### src/rtl/sram_rd_arbiter_pkg.sv
// sram_rd_arbiter_pkg: shared sizing constants, lock state encodings and index-width helper
package sram_rd_arbiter_pkg;
    localparam int SRA_PORT_NUM   = 16;
    localparam int SRA_ADDR_WIDTH = 11;
    localparam int SRA_DATA_WIDTH = 128;
    localparam int SRA_IDX_W      = $clog2(SRA_PORT_NUM);
    localparam logic [0:0] LOCK_IDLE   = 1'b0;
    localparam logic [0:0] LOCK_LOCKED = 1'b1;
    function automatic int idx_w(input int n);
        return (n > 1) ? $clog2(n) : 1;
    endfunction
endpackage

### src/rtl/sram_rd_arbiter_rr_picker.sv
// rr_picker: first requester at or after ptr (modulo N), as one-hot grant plus index
module rr_picker
    import sram_rd_arbiter_pkg::*;
#(
    parameter int N  = SRA_PORT_NUM,
    parameter int IW = idx_w(N)
) (
    input  logic [N-1:0]  req,
    input  logic [IW-1:0] ptr,
    output logic [N-1:0]  gnt,
    output logic [IW-1:0] idx,
    output logic          valid
);
    always_comb begin
        idx   = '0;
        valid = 1'b0;
        // scan farthest offset first so the nearest requester overwrites
        for (int k = N - 1; k >= 0; k--) begin
            logic [IW-1:0] j;
            j = ptr + IW'(k);
            if (req[j]) begin
                idx   = j;
                valid = 1'b1;
            end
        end
        gnt = valid ? (N'(1) << idx) : '0;
    end
endmodule

### src/rtl/sram_rd_arbiter.sv
// sram_rd_arbiter: round-robin share of one SRAM read port; SRAM_RD_BURST_EN enables packet lock
module sram_rd_arbiter
    import sram_rd_arbiter_pkg::*;
#(
    parameter int PORT_NUM   = SRA_PORT_NUM,
    parameter int ADDR_WIDTH = SRA_ADDR_WIDTH,
    parameter int DATA_WIDTH = SRA_DATA_WIDTH
) (
    input  logic                           clk,
    input  logic                           rst_n,
    input  logic [PORT_NUM-1:0]            rd_req,
    input  logic [PORT_NUM*ADDR_WIDTH-1:0] rd_addr,
    input  logic [PORT_NUM-1:0]            rd_last,
    output logic [PORT_NUM-1:0]            rd_ack,
    output logic                           sram_rd_en,
    output logic [ADDR_WIDTH-1:0]          sram_rd_addr,
    input  logic [DATA_WIDTH-1:0]          sram_rd_data,
    output logic [PORT_NUM-1:0]            rd_data_valid,
    output logic [DATA_WIDTH-1:0]          rd_data,
    output logic                           lock_busy
);
    localparam int IW = idx_w(PORT_NUM);
    logic [PORT_NUM-1:0]   cand_gnt, ack_vec;
    logic [IW-1:0]         cand_idx, ack_idx, rr_ptr_q, rr_ptr_d;
    logic                  cand_valid, ack_valid, adv;
    logic                  sram_rd_en_q, sram_rd_en_d;
    logic [ADDR_WIDTH-1:0] sram_rd_addr_q, sram_rd_addr_d;
    logic                  tag0_v_q, tag1_v_q;
    logic [IW-1:0]         tag0_idx_q, tag1_idx_q;
    logic [PORT_NUM-1:0]   rd_data_valid_q, rd_data_valid_d;
    logic [DATA_WIDTH-1:0] rd_data_q, rd_data_d;

    rr_picker #(.N(PORT_NUM), .IW(IW)) u_picker (
        .req(rd_req), .ptr(rr_ptr_q), .gnt(cand_gnt), .idx(cand_idx), .valid(cand_valid)
    );

`ifdef SRAM_RD_BURST_EN
    logic [0:0]    lock_q, lock_d;
    logic [IW-1:0] lock_port_q, lock_port_d;
    logic          locked;
    always_comb begin
        locked      = lock_q == LOCK_LOCKED;
        ack_idx     = locked ? lock_port_q : cand_idx;
        ack_valid   = locked ? rd_req[lock_port_q] : cand_valid;
        ack_vec     = locked ? (rd_req & (PORT_NUM'(1) << lock_port_q)) : cand_gnt;
        adv         = ack_valid && rd_last[ack_idx];
        lock_d      = ack_valid ? (rd_last[ack_idx] ? LOCK_IDLE : LOCK_LOCKED) : lock_q;
        lock_port_d = ack_valid ? ack_idx : lock_port_q;
    end
    always_ff @(posedge clk or negedge rst_n) begin
        if (!rst_n) begin
            lock_q      <= LOCK_IDLE;
            lock_port_q <= '0;
        end else begin
            lock_q      <= lock_d;
            lock_port_q <= lock_port_d;
        end
    end
    assign lock_busy = locked;
`else
    logic unused_last;
    always_comb begin
        ack_idx   = cand_idx;
        ack_valid = cand_valid;
        ack_vec   = cand_gnt;
        adv       = cand_valid;
    end
    assign unused_last = ^rd_last;
    assign lock_busy   = LOCK_IDLE[0];
`endif

    always_comb begin
        rr_ptr_d        = adv ? ack_idx + IW'(1) : rr_ptr_q;
        sram_rd_en_d    = ack_valid;
        sram_rd_addr_d  = ack_valid ? rd_addr[ack_idx*ADDR_WIDTH +: ADDR_WIDTH] : sram_rd_addr_q;
        rd_data_valid_d = tag1_v_q ? (PORT_NUM'(1) << tag1_idx_q) : '0;
        rd_data_d       = tag1_v_q ? sram_rd_data : rd_data_q;
    end

    always_ff @(posedge clk or negedge rst_n) begin
        if (!rst_n) begin
            rr_ptr_q        <= '0;
            sram_rd_en_q    <= 1'b0;
            sram_rd_addr_q  <= '0;
            tag0_v_q        <= 1'b0;
            tag0_idx_q      <= '0;
            tag1_v_q        <= 1'b0;
            tag1_idx_q      <= '0;
            rd_data_valid_q <= '0;
            rd_data_q       <= '0;
        end else begin
            rr_ptr_q        <= rr_ptr_d;
            sram_rd_en_q    <= sram_rd_en_d;
            sram_rd_addr_q  <= sram_rd_addr_d;
            tag0_v_q        <= ack_valid;
            tag0_idx_q      <= ack_idx;
            tag1_v_q        <= tag0_v_q;
            tag1_idx_q      <= tag0_idx_q;
            rd_data_valid_q <= rd_data_valid_d;
            rd_data_q       <= rd_data_d;
        end
    end

    assign rd_ack        = rst_n ? ack_vec : '0;
    assign sram_rd_en    = sram_rd_en_q;
    assign sram_rd_addr  = sram_rd_addr_q;
    assign rd_data_valid = rd_data_valid_q;
    assign rd_data       = rd_data_q;
endmodule

### config.mk
export PLATFORM = sky130hd
export DESIGN_NAME = sram_rd_arbiter
export DESIGN_NICKNAME = d
export VERILOG_FILES = /design/src/rtl/sram_rd_arbiter_pkg.sv /design/src/rtl/sram_rd_arbiter_rr_picker.sv /design/src/rtl/sram_rd_arbiter.sv
export SDC_FILE = /design/constraint.sdc
export NUM_CORES = 1
export LEC_CHECK = 0
export BUFFER_PORTS_ARGS = -buffer_cell sky130_fd_sc_hd__buf_2
export CELL_PAD_IN_SITES_DETAIL_PLACEMENT = 0
export CELL_PAD_IN_SITES_GLOBAL_PLACEMENT = 2
export CORE_ASPECT_RATIO = 0.5
export CORE_MARGIN = 1.5
export CORE_UTILIZATION = 29
export DETAILED_ROUTE_END_ITERATION = 10
export PLACE_DENSITY = 0.88
export SYNTH_ARGS = -nofsm -noshare
export SYNTH_HDL_FRONTEND = slang
export SYNTH_HIERARCHICAL = 1
export SYNTH_SLANG_ARGS = --single-unit
### constraint.sdc
create_clock -name clk -period 5.6 [get_ports clk]
set_input_delay 0.56 -clock clk [delete_from_list [all_inputs] [get_ports clk]]
set_output_delay 0.56 -clock clk [all_outputs]
set_load 0.03 [all_outputs]
Yosys cells after proc, flatten, opt, wreduce, memory -nomap -nowiden
Cells that the tools add are included.
{"block": "word_totals", "regBits": 169, "input_bits": 338, "out_inout_bits": 173, "wordCells": 111}
{"block": "classes", "add_sub_neg": 16, "n_mul": 1, "magnitude_cmp": 16, "n_shift": 3, "n_mux": 67}
{"cell": "$shiftx A176 B9 Y11", "n": 1}
{"cell": "$lt A4 B5 Y1 const B", "n": 16}
{"cell": "$bmux W1 S4", "n": 16}
{"cell": "$mux W4", "n": 16}
{"cell": "$mux W16", "n": 3}
{"cell": "$add A4 B4 Y4 const B", "n": 8}
{"cell": "$mux W1", "n": 32}
{"cell": "$shl A1 B4 Y16 const A", "n": 2}
{"cell": "$add A4 B3 Y4 const B", "n": 4}
{"cell": "$add A4 B1 Y4 const B", "n": 2}
{"cell": "$add A4 B2 Y4 const B", "n": 2}
{"cell": "$mul A4 B4 Y8 const B", "n": 1}

Logic depth before layout (Yosys ltp)
{"block": "logic_depth", "word_depth": 22, "depth_mapped": 21, "mapped_depth_nobuf": 13}

Hierarchy
The synthesis kept the hierarchy.
{"module": "sram_rd_arbiter", "instances": 1, "cells_each": 474, "area_per_inst_um2": 7611.0, "seq_area_each_um2": 4229.1}
{"module": "rr_picker", "instances": 1, "cells_each": 312, "area_per_inst_um2": 2676.3, "seq_area_each_um2": 0.0}

Worst setup path before layout
No wires, ideal clock.
{"block": "synth_timing", "path_kind": "reg2reg", "start": "reg rr_ptr_q[2]", "end": "reg sram_rd_addr_q[2], in the netlist sram_rd_addr[2]", "setup_time_ns": 0.151, "arrival_ns": 4.717, "t_required_ns": 5.449, "setup_slack_ns": 0.732, "path_stages_with_launch": 21, "path_buffers": 7, "period_less_slack_ns": 4.868, "path_cell_list": "dfrtp_1 -> clkbuf_1 -> buf_2 -> inv_1 -> clkbuf_1 -> ha_1 -> buf_2 -> mux4_2 -> mux2i_1 -> a21oi_1 -> nor4b_1 -> o21ai_0 -> a311o_1 -> o211a_1 -> clkbuf_1 -> inv_1 -> buf_2 -> buf_2 -> mux4_2 -> mux2i_1 -> a221oi_2"}
{"block": "synth_via", "elab_chain_cells": 21, "elab_cells_between_ends": 81, "cone_classes": "add/sub (15); mul (1); shift (1); mux (64)"}
{"item": "start, declared", "line": "sram_rd_arbiter.sv:24", "source": "logic [IW-1:0] cand_idx, ack_idx, rr_ptr_q, rr_ptr_d;"}
{"item": "start signal, assigned", "line": "sram_rd_arbiter.sv:92", "source": "rr_ptr_q <= rr_ptr_d;"}
{"item": "$add A4 B4 Y4", "line": "sram_rd_arbiter_rr_picker.sv:20", "source": "j = ptr + IW'(k);"}
{"item": "$bmux W1 S4", "line": "sram_rd_arbiter_rr_picker.sv:21", "source": "if (req[j]) begin"}
{"item": "$mux W1 (implied by the code)", "line": "sram_rd_arbiter_rr_picker.sv:21"}
{"item": "$mux W4 (15 in a row)", "line": "sram_rd_arbiter_rr_picker.sv:21"}
{"item": "$mux W4 *", "line": "sram_rd_arbiter_rr_picker.sv:21"}
{"item": "named net ack_idx[3]", "line": "sram_rd_arbiter.sv:24"}
{"item": "$mul A4 B4 Y8 *", "line": "sram_rd_arbiter.sv:75", "source": "sram_rd_addr_d = ack_valid ? rd_addr[ack_idx*ADDR_WIDTH +: ADDR_WIDTH] : sram_rd_addr_q;"}
{"item": "$shiftx A176 B9 Y11 *", "line": "sram_rd_arbiter.sv:75"}
{"item": "end signal, assigned", "line": "sram_rd_arbiter.sv:94", "source": "sram_rd_addr_q <= sram_rd_addr_d;"}
{"item": "end, declared", "line": "sram_rd_arbiter.sv:27", "source": "logic [ADDR_WIDTH-1:0] sram_rd_addr_q, sram_rd_addr_d;"}
The timed path passes the listed nets; every way through them passes the cells marked *. The select of a mux whose other input is x is not followed.
A chain may end at the register's enable or synchronous reset.

Final worst setup path
{"block": "layout_timing", "start": "reg rr_ptr_q[3]", "end": "out rd_ack[1]"}
{"block": "layout_via", "elab_chain_cells": 22, "elab_cells_between_ends": 82, "cone_classes": "add/sub (15); shift (1); mux (66)"}
{"item": "$add A4 B4 Y4", "line": "sram_rd_arbiter_rr_picker.sv:20"}
{"item": "$bmux W1 S4", "line": "sram_rd_arbiter_rr_picker.sv:21"}
{"item": "$mux W1 (implied by the code)", "line": "sram_rd_arbiter_rr_picker.sv:21"}
{"item": "$mux W4 (15 in a row)", "line": "sram_rd_arbiter_rr_picker.sv:21"}
{"item": "$mux W4 *", "line": "sram_rd_arbiter_rr_picker.sv:21"}
{"item": "named net ack_idx[2]", "line": "sram_rd_arbiter.sv:24"}
{"item": "$shl A1 B4 Y16 *", "line": "sram_rd_arbiter_rr_picker.sv:26", "source": "gnt = valid ? (N'(1) << idx) : '0;"}
{"item": "$mux W16 *", "line": "sram_rd_arbiter_rr_picker.sv:26"}
{"item": "named net ack_vec[1]", "line": "sram_rd_arbiter.sv:23", "source": "logic [PORT_NUM-1:0] cand_gnt, ack_vec;"}
{"item": "$mux W16 *", "line": "sram_rd_arbiter.sv:104", "source": "assign rd_ack = rst_n ? ack_vec : '0;"}
{"item": "end, declared", "line": "sram_rd_arbiter.sv:14", "source": "output logic [PORT_NUM-1:0] rd_ack,"}
Marked as above.

==> run metrics <==
status=finished, final reports clean; Max Fclk=190 MHz; Int Pwr=5.85 mW; Setup CP Type=flip-flop to primary output; post-route minimum period=5.25 ns; largest net degree at the start of global routing=71; P&R area growth vs syn=34.7%; # DRC=0; Yosys top cell area share=41.1%; TNS Setup=0 ns; cts repair resizes=2; reg2reg path depth=12; number of buffers and inverters on the critical path=3; # clock sinks=169; dpl ws=0.412 ns; Root Driver=clkbuf_16; DRT Wirelength=37,500 microns; NumNets Final=1,609; post-synthesis compound-gate area fraction=7.80%; cell taking the most area after synthesis=dfrtp_1; xor/xnor share of the synthesized area=0.997%; clk_lat worst skew=0.43 ns; Worst setup SP type=flip-flop; GRT overflow=0; combinational family with the most area after synthesis=multiplexers; clock share of power=10.2%; count of input and output buffers=493; Top FF cell, synth=dfrtp_1; Net Count, Synth=1,132; top cells by area, synth=dfrtp_1, mux2_2, mux4_2; final setup fails=0; Worst slew margin=43.7%; crit path cell chain=mux4_2 > a22o_1 > a221oi_2 > o21ai_0 > a222oi_1 > o41a_1 > inv_2 > buf_4 > nor4_1 > and2_1 > buf_2; vias in the first global route=8,637; Mapped Avg Cell Area=13.1 sq um; CTS tree=done; final setup margin=0.349 ns; NetSw=5.64 mW; post-placement cell area=13,200 sq um; Final Total Pwr=11.5 mW; sequential fraction of design power=13.3%; Final Wtd Congestion=0.859; CP endpoint kind=primary output; VDD IR max=0.769 mV; postcts setup bufs=0; htree depth=4; DR pass1 iterations=5; Vias=8,877; post-DR vias/cell=5.06; final critical-path share of the clock period=93.8%; First DRT Iteration DRCs=605; initial antenna violation count=8; CP max stage cell=dfrtp_1; post-synthesis sequential area ratio=41.1%; terminus of the critical flop-to-flop path=sram_rd_addr[8]$_DFFE_PN0P_; Final Hold Viols=0; mux contribution to synthesized area=36.5%; CTS clock-pin slew for the worst setup and hold paths=0.08 ns; Synth Area in Simple Gates=8.61%; final hold slack=0.0990 ns; GRT Total Usage=19.5%; Sw Ratio=49.1%; Final Instance Area=13,900 sq um; Power Density=829 nW/um^2; Arr. time, crit path=4.69 ns; chip width=269 microns; Mapped Area=10,300 sq um; Fillers=3,368; Cells after Synth=786; Starting Density=29.6%; Crit path required time=5.04 ns; RSZ-0062 raised after global routing=false; Ys Warns=6; Leak=6.43 nW; WL/cell=21.4 microns; CP max FO=15; Post-synth EDFFs=0; layout cells sized above 1=62.6%; CP max stage delay=0.73 ns; FF+latch count, synth=169; max-cap viol count=0; ys async rst share=100%; Longest Clk Path Bufs=2; fraction of the mapped netlist area in adder cells=0.973%; Placeable Area=34,700 sq um; die area=36,700 sq um; Clock Skews=0.0159 ns; worst reg2reg setup slack=0.63 ns; Critical path origin=rr_ptr_q[3]$_DFFE_PN0P_; DP HPWL=29,900 microns; Cell variety after synth=72; site row count=48; Die H=136 microns; worst r2r src=rr_ptr_q[0]$_DFFE_PN0P_; combinational share of power=76.4%; Slew @ Worst Pin=0.844 ns; first-pass GRT wire length=54,200 microns; Crit path max-delay family=compound AO/OA/AOI/OAI gates; Post-CTS Hold Buffers=0; Routed Antenna Nets=0; Max Slew Vio Count=0; TritonCTS buffer count=17; Top Ports=511; type of the worst min-delay path=input pin to asynchronous set/reset pin
-- metrics by stage --
| stage | util (%) | std cells |
|---|---|---|
| detailed placement | 38.0 | 1719 |
| finish | 39.9 | 1754 |
| CTS | 39.7 | 1751 |
| floorplan | - | 786 |
| global placement | 38.0 | 1719 |
| global route | 39.9 | 1751 |
-- sequential cells by signal, indices dropped and copies added, names as in the netlist --
signal and flops:
tag1_idx_q 4, tag1_v_q 1, sram_rd_addr 11, tag0_idx_q 4, rd_data_valid 16, rr_ptr_q 4
tag0_v_q 1, rd_data 128
-- Yosys cell counts, types with 3 or more instances --
| cell | number |
|---|---|
| nor2_1 | 45 |
| mux2i_1 | 34 |
| or2_2 | 3 |
| o21ai_0 | 14 |
| nor3_1 | 7 |
| buf_4 | 3 |
| xnor2_1 | 5 |
| o211ai_1 | 4 |
| and2_1 | 21 |
| a221oi_2 | 11 |
| mux4_1 | 8 |
| xor2_1 | 3 |
| nand2_1 | 27 |
| nor4_1 | 16 |
| buf_6 | 9 |
| nor2b_1 | 7 |
| nand3_1 | 16 |
| mux4_2 | 66 |
| nand3b_1 | 3 |
| dfrtp_1 | 169 |
| inv_2 | 3 |
| nand2b_1 | 11 |
| a211oi_1 | 5 |
| o22ai_1 | 16 |
| mux2_2 | 150 |
| ha_1 | 8 |
| a22o_1 | 3 |
| a21o_1 | 3 |
| a21oi_1 | 15 |
| buf_2 | 25 |
| inv_1 | 15 |
| clkbuf_1 | 12 |
-- kinds of logic after synthesis --
group,after synthesis
xor+xnor,10
fa+ha+maj,8
buf+inv,72
compound gates,97
other cells,1
flops,169
mux,260
simple gates,169
-- area by class of cell --
cell class	count	area, sq um	share of cell area (%)
Timing Repair Buffer	511	2640	19.0
Tap cell	475	594	4.29
Inverter	19	73.8	0.533
Clock inverter	15	175	1.26
Antenna cell	3	7.51	0.0542
Multi-Input combinational cell	545	5720	41.2
Sequential cell	169	4230	30.5
Clock buffer	17	425	3.07
-- layer usage --
| metal | vias to the layer above | share of wire, % | track usage (%) |
|---|---|---|---|
| met4 | 4 | 1.4 | 4.21 |
| met3 | 41 | 5.9 | 4.47 |
| met2 | 324 | 49 | 31.5 |
| li1 | 3975 | - | - |
| met5 | - | 0.072 | 0 |
| met1 | 4533 | 44 | 26.9 |
-- power by group through the flow --
stage	sequential, mW	combinational (mW)	clock (mW)
2_1_floorplan	1.77	6.57	0
3_3_place_gp	1.55	8.47	0
3_5_place_dp	1.56	8.65	0
4_1_cts	1.53	8.69	1.22
5_1_grt	1.56	9.38	1.26
6_report	1.53	8.78	1.17
-- layout by cell type (no fill, tap or decap), types with 3 or more instances in the layout --
cell type,synthesis,layout
xor2_1,3,3
nand3_1,16,16
mux2i_2,2,4
a21oi_1,15,15
inv_1,15,15
inv_6,0,4
nor2b_1,7,7
dfrtp_1,169,168
mux2i_1,34,31
mux4_2,66,66
nand3b_1,3,3
mux2_2,150,150
a211oi_1,5,5
buf_2,25,492
buf_4,3,15
nand2_1,27,27
nor3_1,7,7
xnor2_1,5,4
inv_2,3,3
o211ai_1,4,4
ha_1,8,5
o21ai_0,14,14
and2_1,21,21
clkinv_8,0,6
a22o_1,3,3
diode_2,0,3
a221oi_2,11,11
mux4_1,8,8
nor2_1,45,45
a21o_1,3,3
nand2b_1,11,11
clkbuf_16,0,17
o22ai_1,16,16
or2_2,3,3
nor4_1,16,16
-- how the worst max path moves through the flow --
| stage | end | slack [ns] | cells after the start |
|---|---|---|---|
| 3_5_place_dp | sram_rd_addr[9]$_DFFE_PN0P_ | 0.41 | 14 |
| 3_3_place_gp | sram_rd_addr[9]$_DFFE_PN0P_ | 0.49 | 14 |
| 6_report | rd_ack[1] | 0.35 | 11 |
| 4_1_cts | rd_ack[8] | 0.0008 | 14 |
| 2_1_floorplan | sram_rd_addr[2]$_DFFE_PN0P_ | 0.73 | 20 |
| 5_1_grt | rd_ack[8] | 0.002 | 11 |
Power figures use the tool's default switching activity.
